===== config.mk =====
export PLATFORM = sky130hd
export DESIGN_NAME = wm_window_feeder
export DESIGN_NICKNAME = d
export VERILOG_FILES = /design/src/rtl/wm_pkg.sv /design/src/rtl/wm_win_buffer.sv /design/src/rtl/wm_window_feeder.sv
export SDC_FILE = /design/constraint.sdc
export NUM_CORES = 1
export LEC_CHECK = 0
export CORE_ASPECT_RATIO = 0.9
export CORE_UTILIZATION = 50
export CTS_CLUSTER_SIZE = 12
export DETAILED_ROUTE_END_ITERATION = 7
export GPL_ROUTABILITY_DRIVEN = 0
export PLACE_DENSITY = 0.78
export SLEW_MARGIN = 25
export SYNTH_ARGS = -nofsm -noshare
export SYNTH_HDL_FRONTEND = slang
export SYNTH_SLANG_ARGS = --single-unit

===== constraint.sdc =====
create_clock -name clk -period 2.5 [get_ports clk]
set_input_delay 0.5 -clock clk [delete_from_list [all_inputs] [get_ports clk]]
set_output_delay 0.5 -clock clk [all_outputs]
set_load 0.1 [all_outputs]

===== src/rtl/wm_pkg.sv =====
// rtl/wm_pkg.sv - shared constants and FSM state type for the Wu-Manber window feeder
package wm_pkg;

   localparam int WM_WIN_BYTES     = 20;
   localparam int WM_OVERLAP_BYTES = 9;
   localparam int WM_HOLD_CYCLES   = 84;

   typedef enum logic [2:0] {
      FILL,
      ISSUE,
      SCAN,
      REPORT,
      SLIDE
   } wm_feed_state_t;

endpackage


===== src/rtl/wm_win_buffer.sv =====
// rtl/wm_win_buffer.sv - window lane register: write-at-index, slide by the non-overlapping span, clear
module wm_win_buffer
   import wm_pkg::*;
#(
   parameter int WIN_BYTES     = WM_WIN_BYTES,
   parameter int OVERLAP_BYTES = WM_OVERLAP_BYTES,
   localparam int CW           = $clog2(WIN_BYTES + 1)
) (
   input  logic                   clk_i,
   input  logic                   rst_ni,
   input  logic                   wr_en_i,
   input  logic [CW-1:0]          wr_idx_i,
   input  logic [7:0]             wr_byte_i,
   input  logic                   slide_i,
   input  logic                   clear_i,
   output logic [8*WIN_BYTES-1:0] din_o
);

   localparam int SHIFT = WIN_BYTES - OVERLAP_BYTES;

   logic [8*WIN_BYTES-1:0] lanes_q;
   logic [8*WIN_BYTES-1:0] lanes_d;

   // Lane k lives at bits [8k+7:8k], so a right shift by SHIFT bytes moves the tail
   // lanes down to lane 0 and zero-fills everything above the overlap.
   always_comb begin
      lanes_d = lanes_q;
      if (clear_i) begin
         lanes_d = '0;
      end else if (slide_i) begin
         lanes_d = lanes_q >> (8 * SHIFT);
      end else if (wr_en_i) begin
         for (int k = 0; k < WIN_BYTES; k++) begin
            if (wr_idx_i == CW'(k)) begin
               lanes_d[8*k +: 8] = wr_byte_i;
            end
         end
      end
   end

   always_ff @(posedge clk_i or negedge rst_ni) begin
      if (!rst_ni) begin
         lanes_q <= '0;
      end else begin
         lanes_q <= lanes_d;
      end
   end

   assign din_o = lanes_q;

endmodule


===== src/rtl/wm_window_feeder.sv =====
// rtl/wm_window_feeder.sv - packs a byte stream into overlapping windows, holds each for the
// worker scan budget and reports whether the worker flagged a match
module wm_window_feeder
   import wm_pkg::*;
#(
   parameter int WIN_BYTES     = WM_WIN_BYTES,
   parameter int OVERLAP_BYTES = WM_OVERLAP_BYTES,
   parameter int HOLD_CYCLES   = WM_HOLD_CYCLES
) (
   input  logic                   clk,
   input  logic                   rst,
   input  logic [7:0]             byte_in,
   input  logic                   byte_valid,
   input  logic                   byte_last,
   output logic                   byte_ready,
   output logic [8*WIN_BYTES-1:0] din,
   output logic                   datInReady,
   input  logic                   rom_out,
   output logic                   match_valid,
   output logic                   match_hit,
   output logic [15:0]            match_win,
   output logic                   pkt_done
);

   localparam int CW = $clog2(WIN_BYTES + 1);
   localparam int HW = $clog2(HOLD_CYCLES + 1);

   wm_feed_state_t state_q;
   logic [CW-1:0]  cnt_q;
   logic [HW-1:0]  hold_q;
   logic           hit_q;
   logic           last_q;
   logic           ready_q;
   logic           dat_rdy_q;
   logic           mvalid_q;
   logic           mhit_q;
   logic [15:0]    mwin_q;
   logic           pkt_done_q;
   logic [15:0]    win_idx_q;
   logic [15:0]    win_idx_d;
   logic           accept;

   // ready_q is only ever set while in FILL, so it doubles as the acceptance qualifier
   assign accept = ready_q & byte_valid;

   always_ff @(posedge clk or negedge rst) begin
      if (!rst) begin
         state_q    <= FILL;
         cnt_q      <= '0;
         hold_q     <= '0;
         hit_q      <= 1'b0;
         last_q     <= 1'b0;
         ready_q    <= 1'b0;
         dat_rdy_q  <= 1'b0;
         mvalid_q   <= 1'b0;
         mhit_q     <= 1'b0;
         mwin_q     <= '0;
         pkt_done_q <= 1'b0;
      end else begin
         dat_rdy_q  <= 1'b0;
         mvalid_q   <= 1'b0;
         mhit_q     <= 1'b0;
         mwin_q     <= '0;
         pkt_done_q <= 1'b0;
         case (state_q)
            FILL: begin
               ready_q <= 1'b1;
               if (accept) begin
                  cnt_q <= cnt_q + CW'(1);
                  if (byte_last) begin
                     last_q <= 1'b1;
                  end
                  if (byte_last || cnt_q == CW'(WIN_BYTES - 1)) begin
                     state_q   <= ISSUE;
                     ready_q   <= 1'b0;
                     dat_rdy_q <= 1'b1;
                  end
               end
            end
            ISSUE: begin
               hit_q   <= 1'b0;
               hold_q  <= HW'(HOLD_CYCLES);
               state_q <= SCAN;
            end
            SCAN: begin
               hit_q  <= hit_q | rom_out;
               hold_q <= hold_q - HW'(1);
               // Last hold cycle: fold in this cycle's rom_out directly into the report
               if (hold_q == HW'(1)) begin
                  state_q    <= REPORT;
                  mvalid_q   <= 1'b1;
                  mhit_q     <= hit_q | rom_out;
                  mwin_q     <= win_idx_q;
                  pkt_done_q <= last_q;
               end
            end
            REPORT: begin
               state_q <= SLIDE;
            end
            SLIDE: begin
               cnt_q   <= last_q ? CW'(0) : CW'(OVERLAP_BYTES);
               last_q  <= 1'b0;
               ready_q <= 1'b1;
               state_q <= FILL;
            end
            default: begin
               state_q <= FILL;
               ready_q <= 1'b0;
            end
         endcase
      end
   end

   always_comb begin
      win_idx_d = win_idx_q;
      if (state_q == SLIDE) begin
         win_idx_d = last_q ? 16'd0 : win_idx_q + 16'd1;
      end
   end

   always_ff @(posedge clk or negedge rst) begin
      if (!rst) begin
         win_idx_q <= '0;
      end else begin
         win_idx_q <= win_idx_d;
      end
   end

   wm_win_buffer #(
      .WIN_BYTES    (WIN_BYTES),
      .OVERLAP_BYTES(OVERLAP_BYTES)
   ) u_buf (
      .clk_i    (clk),
      .rst_ni   (rst),
      .wr_en_i  (accept),
      .wr_idx_i (cnt_q),
      .wr_byte_i(byte_in),
      .slide_i  ((state_q == SLIDE) && !last_q),
      .clear_i  ((state_q == SLIDE) && last_q),
      .din_o    (din)
   );

   assign byte_ready  = ready_q;
   assign datInReady  = dat_rdy_q;
   assign match_valid = mvalid_q;
   assign match_hit   = mhit_q;
   assign match_win   = mwin_q;
   assign pkt_done    = pkt_done_q;

endmodule


==> impl_metrics.sql <==
INSERT INTO impl_metrics (metric_group, metric, value, unit) VALUES
('run_status', 'outcome', 'completed', ''),
('global_route', 'grt_first_pass_wirelength', '41.0', 'mm'),
('cts', 'cts.root.buffer_cell', 'sky130_fd_sc_hd__clkbuf_16', ''),
('timing', 'timing.setup.tns', '0', 'ns'),
('worst_hold_path', 'min-delay-path-class', 'reg2reg', ''),
('critical_path', 'timing.critical_path.required', '2.94', 'ns'),
('synthesis', 'compound_cell_area_share_of_the_yosys_netlist', '12.1', '%'),
('timing', 'number_of_failing_setup_endpoints_in_the_final_timing_report', '0', ''),
('cts', 'worst_skew_pair.late_latency', '0.50', 'ns'),
('route', 'drt_pre_antenna_iters', '5', ''),
('critical_path', 'crit_path_top_delay_cell', 'sky130_fd_sc_hd__dfrtp_1', ''),
('critical_path', 'worstPathCellList', 'or3b_4 -> buf_4 -> or2_2 -> o31ai_1 -> a22o_1', ''),
('timing', 'finalCritPeriodShare', '86.5', '%'),
('cells_and_area', 'antenna_cells_inserted', '0', ''),
('floorplanning', 'die_area', '19600', 'um2'),
('global_route', 'grt_overflow', '0', ''),
('global_route', 'vias_in_the_first_global_route', '7492', ''),
('synthesis', 'synth_seq_cells', '214', ''),
('route', 'route.detailed.wl_per_inst', '18.9', 'um'),
('critical_path', 'worst_path_largest_cell_delay', '0.47', 'ns'),
('cts', 'clk_transition_reported_paths', '0.06', 'ns'),
('route', 'initialDrtViolationCount', '523', ''),
('cells_and_area', 'most_frequent_cells_in_the_layout', 'sky130_fd_sc_hd__buf_4 (216), sky130_fd_sc_hd__dfrtp_1 (214), sky130_fd_sc_hd__a21oi_1 (185)', ''),
('timing', 'hold_viol', '0', ''),
('cts', 'cts_tree', 'done', ''),
('timing', 'slew_violations', '0', ''),
('floorplanning', 'y_dimension_of_the_die', '133', 'um'),
('floorplanning', 'design.portCount', '194', ''),
('synthesis', 'synthAdderAreaFrac', '1.05', '%'),
('synthesis', 'synth.cell_area', '9530', 'um2'),
('critical_path', 'worst_ep_arrival_time', '2.60', 'ns'),
('critical_path', 'rrSetupSlack', '0.34', 'ns'),
('synthesis', 'post_synth_xor_area_fraction', '0.184', '%'),
('critical_path', 'timing.setup.critical_path_class', 'reg2reg', ''),
('timing', 'worst_hold_slack', '0.489', 'ns'),
('floorplanning', 'floorplan.die.width', '148', 'um'),
('synthesis', 'yosys.area_share.simple', '12.7', '%'),
('timing', 'rsz_0062_raised_after_global_routing', 'no', ''),
('cells_and_area', 'drive_above_1_share', '24.6', '%'),
('synthesis', 'async_reset_ff_share', '100', '%'),
('global_route', 'antenna_violations_before_repair', '0', ''),
('timing', 'skew', '0.00787', 'ns'),
('synthesis', 'post_synth.cell_area_avg', '10.4', 'um2'),
('floorplanning', 'initial_utilization', '51.5', '%'),
('synthesis', 'nets_in_the_synthesized_netlist', '938', ''),
('cells_and_area', 'n_fill_cell', '1497', ''),
('critical_path', 'timing.critical_path.from_type', 'flip-flop', ''),
('synthesis', 'combinational_family_with_the_most_area_after_synthesis', 'multiplexers', ''),
('route', 'via_per_inst', '5.67', ''),
('floorplanning', 'num_rows', '47', ''),
('critical_path', 'cp-end-kind', 'flip-flop', ''),
('cells_and_area', 'most_frequent_standard_cell_in_the_layout_excluding_fill_and_tap_cells', 'sky130_fd_sc_hd__buf_4', ''),
('synthesis', 'ys_warn_count', '0', ''),
('cts', 'cts-buffers-inserted', '23', ''),
('job', 'drv.max_cap_violation_count', '0', ''),
('timing', 'worst_slew_margin_rel', '51.6', '%'),
('global_route', 'gr-usage-all-layers', '26.3', '%'),
('timing', 'clock.fmax', '462', 'MHz'),
('synthesis', 'ys_types', '47', ''),
('timing', 'worst_slew_pin_slew', '0.726', 'ns'),
('place', 'numPortBuffers', '193', ''),
('cells_and_area', 'synthToLayoutAreaGrowth', '27.5', '%'),
('route', 'drc_violations_left', '0', ''),
('timing', 'crit_path_time_final', '2.16', 'ns'),
('synthesis', 'synth_edf_count', '0', ''),
('cts', 'htreeDepth', '1', ''),
('cts', 'cts.sinks', '214', ''),
('critical_path', 'crit_fanout', '67', ''),
('cells_and_area', 'total_nets_final', '1122', ''),
('synthesis', 'yosys-mux-area-fraction', '14.4', '%'),
('route', 'detail_route.wirelength', '25.6', 'mm'),
('cts', 'clock_path_buffers', '3', ''),
('floorplanning', 'core_region_area', '18500', 'um2'),
('synthesis', 'seq_area_frac_synth', '56.2', '%'),
('synthesis', 'synth_cells', '917', ''),
('synthesis', 'synth_top_flop_cell', 'sky130_fd_sc_hd__dfrtp_1', ''),
('place', 'dp.final_hpwl', '16.3', 'mm'),
('route', 'ant_nets', '0', ''),
('global_route', 'grt_start_max_net_pins', '69', ''),
('route', 'vias', '7699', '');
critical path: cells and delay by family, from the launching register on:
family | cells | cell delay (ns)
simple gates | 2 | 0.88
flops | 1 | 0.47
compound gates | 2 | 0.39
buf+inv | 1 | 0.35
cell families after synthesis:
kind of cell,count (synthesis)
muxes,137
DFF,214
AOI/OAI and AO/OA,217
and+or+nand+nor,254
buffers and inverters,85
xor gates and xnor gates,2
adders and majority gates,8
synth_stat cells, types with 2 or more instances:
cell / count / share of area, %
sky130_fd_sc_hd__a21boi_1: 2 / 0.16
sky130_fd_sc_hd__a21oi_1: 185 / 9.7
sky130_fd_sc_hd__a22o_1: 3 / 0.28
sky130_fd_sc_hd__and2_1: 15 / 0.98
sky130_fd_sc_hd__and3_1: 4 / 0.26
sky130_fd_sc_hd__buf_2: 4 / 0.21
sky130_fd_sc_hd__clkbuf_1: 72 / 2.8
sky130_fd_sc_hd__dfrtp_1: 214 / 56
sky130_fd_sc_hd__ha_1: 8 / 1.1
sky130_fd_sc_hd__inv_1: 8 / 0.32
sky130_fd_sc_hd__mux2i_1: 136 / 14
sky130_fd_sc_hd__nand2_1: 62 / 2.4
sky130_fd_sc_hd__nand2b_1: 7 / 0.46
sky130_fd_sc_hd__nand3_1: 22 / 1.2
sky130_fd_sc_hd__nand3b_1: 4 / 0.32
sky130_fd_sc_hd__nand4_1: 4 / 0.26
sky130_fd_sc_hd__nand4b_1: 3 / 0.28
sky130_fd_sc_hd__nor2_1: 93 / 3.7
sky130_fd_sc_hd__nor2_2: 6 / 0.39
sky130_fd_sc_hd__nor3_1: 8 / 0.42
sky130_fd_sc_hd__nor3b_1: 5 / 0.39
sky130_fd_sc_hd__nor4_1: 6 / 0.39
sky130_fd_sc_hd__o21ai_0: 10 / 0.53
sky130_fd_sc_hd__o221a_2: 2 / 0.24
sky130_fd_sc_hd__o22ai_1: 4 / 0.26
sky130_fd_sc_hd__o31ai_1: 3 / 0.24
sky130_fd_sc_hd__or2_2: 2 / 0.13
sky130_fd_sc_hd__or3_1: 4 / 0.26
sky130_fd_sc_hd__or4_1: 2 / 0.16
sky130_fd_sc_hd__xnor2_1: 2 / 0.18
flip-flops by register name (all words and copies together) (netlist names):
name / flops
datInReady: 1
last_q: 1
u_buf.din_o: 160
hit_q: 1
cnt_q: 5
match_hit: 1
match_valid: 1
win_idx_q: 16
match_win: 16
byte_ready: 1
state_q: 3
hold_q: 7
pkt_done: 1
cell type report:
cell class,instances,area [um2],area share (%)
sequential,214,5360,44.1
multi-input combinational,618,3870,31.8
timing repair buffer,235,1880,15.4
clock buffer,33,673,5.54
tap,245,307,2.52
clock inverter,3,40.0,0.329
inverter,9,33.8,0.278
through the flow:
| stage | cells | worst slack [ns] | instance area, um2 | utilization (%) |
|---|---|---|---|---|
| after floorplan | 917 | 0.112 | 9530 | - |
| after global placement | 1320 | 0.161 | 11400 | 61.7 |
| after detailed placement | 1320 | 0.0801 | 11400 | 61.7 |
| after CTS | 1357 | 0.350 | 12200 | 65.6 |
| after global routing | 1357 | 0.254 | 12200 | 65.6 |
| final | 1357 | 0.336 | 12200 | 65.6 |
layer usage:
| metal | track usage, % | share of wire, % | vias up | wire, um |
|---|---|---|---|---|
| met5 | 0 | 0 | - | 0 |
| met2 | 41.4 | 47 | 307 | 12000 |
| li1 | - | - | 3553 | - |
| met1 | 37.7 | 44 | 3800 | 11300 |
| met4 | 6.99 | 2.3 | 0 | 586 |
| met3 | 4.76 | 6.5 | 39 | 1660 |
repair_timing:
| action | 4_1_cts | 5_1_grt |
|---|---|---|
| buffers inserted | 0 | 0 |
| endpoints found under the hold margin | 53 | 0 |
| hold buffers | 1 | 0 |
| resized for setup | 0 | 0 |
final timing paths:
path	cells past startpoint	end	startpoint
max	5	win_idx_q[7]$_DFFE_PN0N_	state_q[0]$_DFFE_PN0P_
min	1	match_hit$_DFF_PN0_	hit_q$_DFFE_PN0P_
max reg2reg	5	win_idx_q[7]$_DFFE_PN0N_	state_q[0]$_DFFE_PN0P_
min reg2reg	1	match_hit$_DFF_PN0_	hit_q$_DFFE_PN0P_
max in group asynchronous	3	u_buf.din_o[76]$_DFFE_PN0P_	rst
min in group asynchronous	2	hold_q[6]$_DFFE_PN0P_	rst
Power is left out: the tool's default activity adds up to more than one toggle a clock period on the data nets, which glitch-free logic cannot reach.
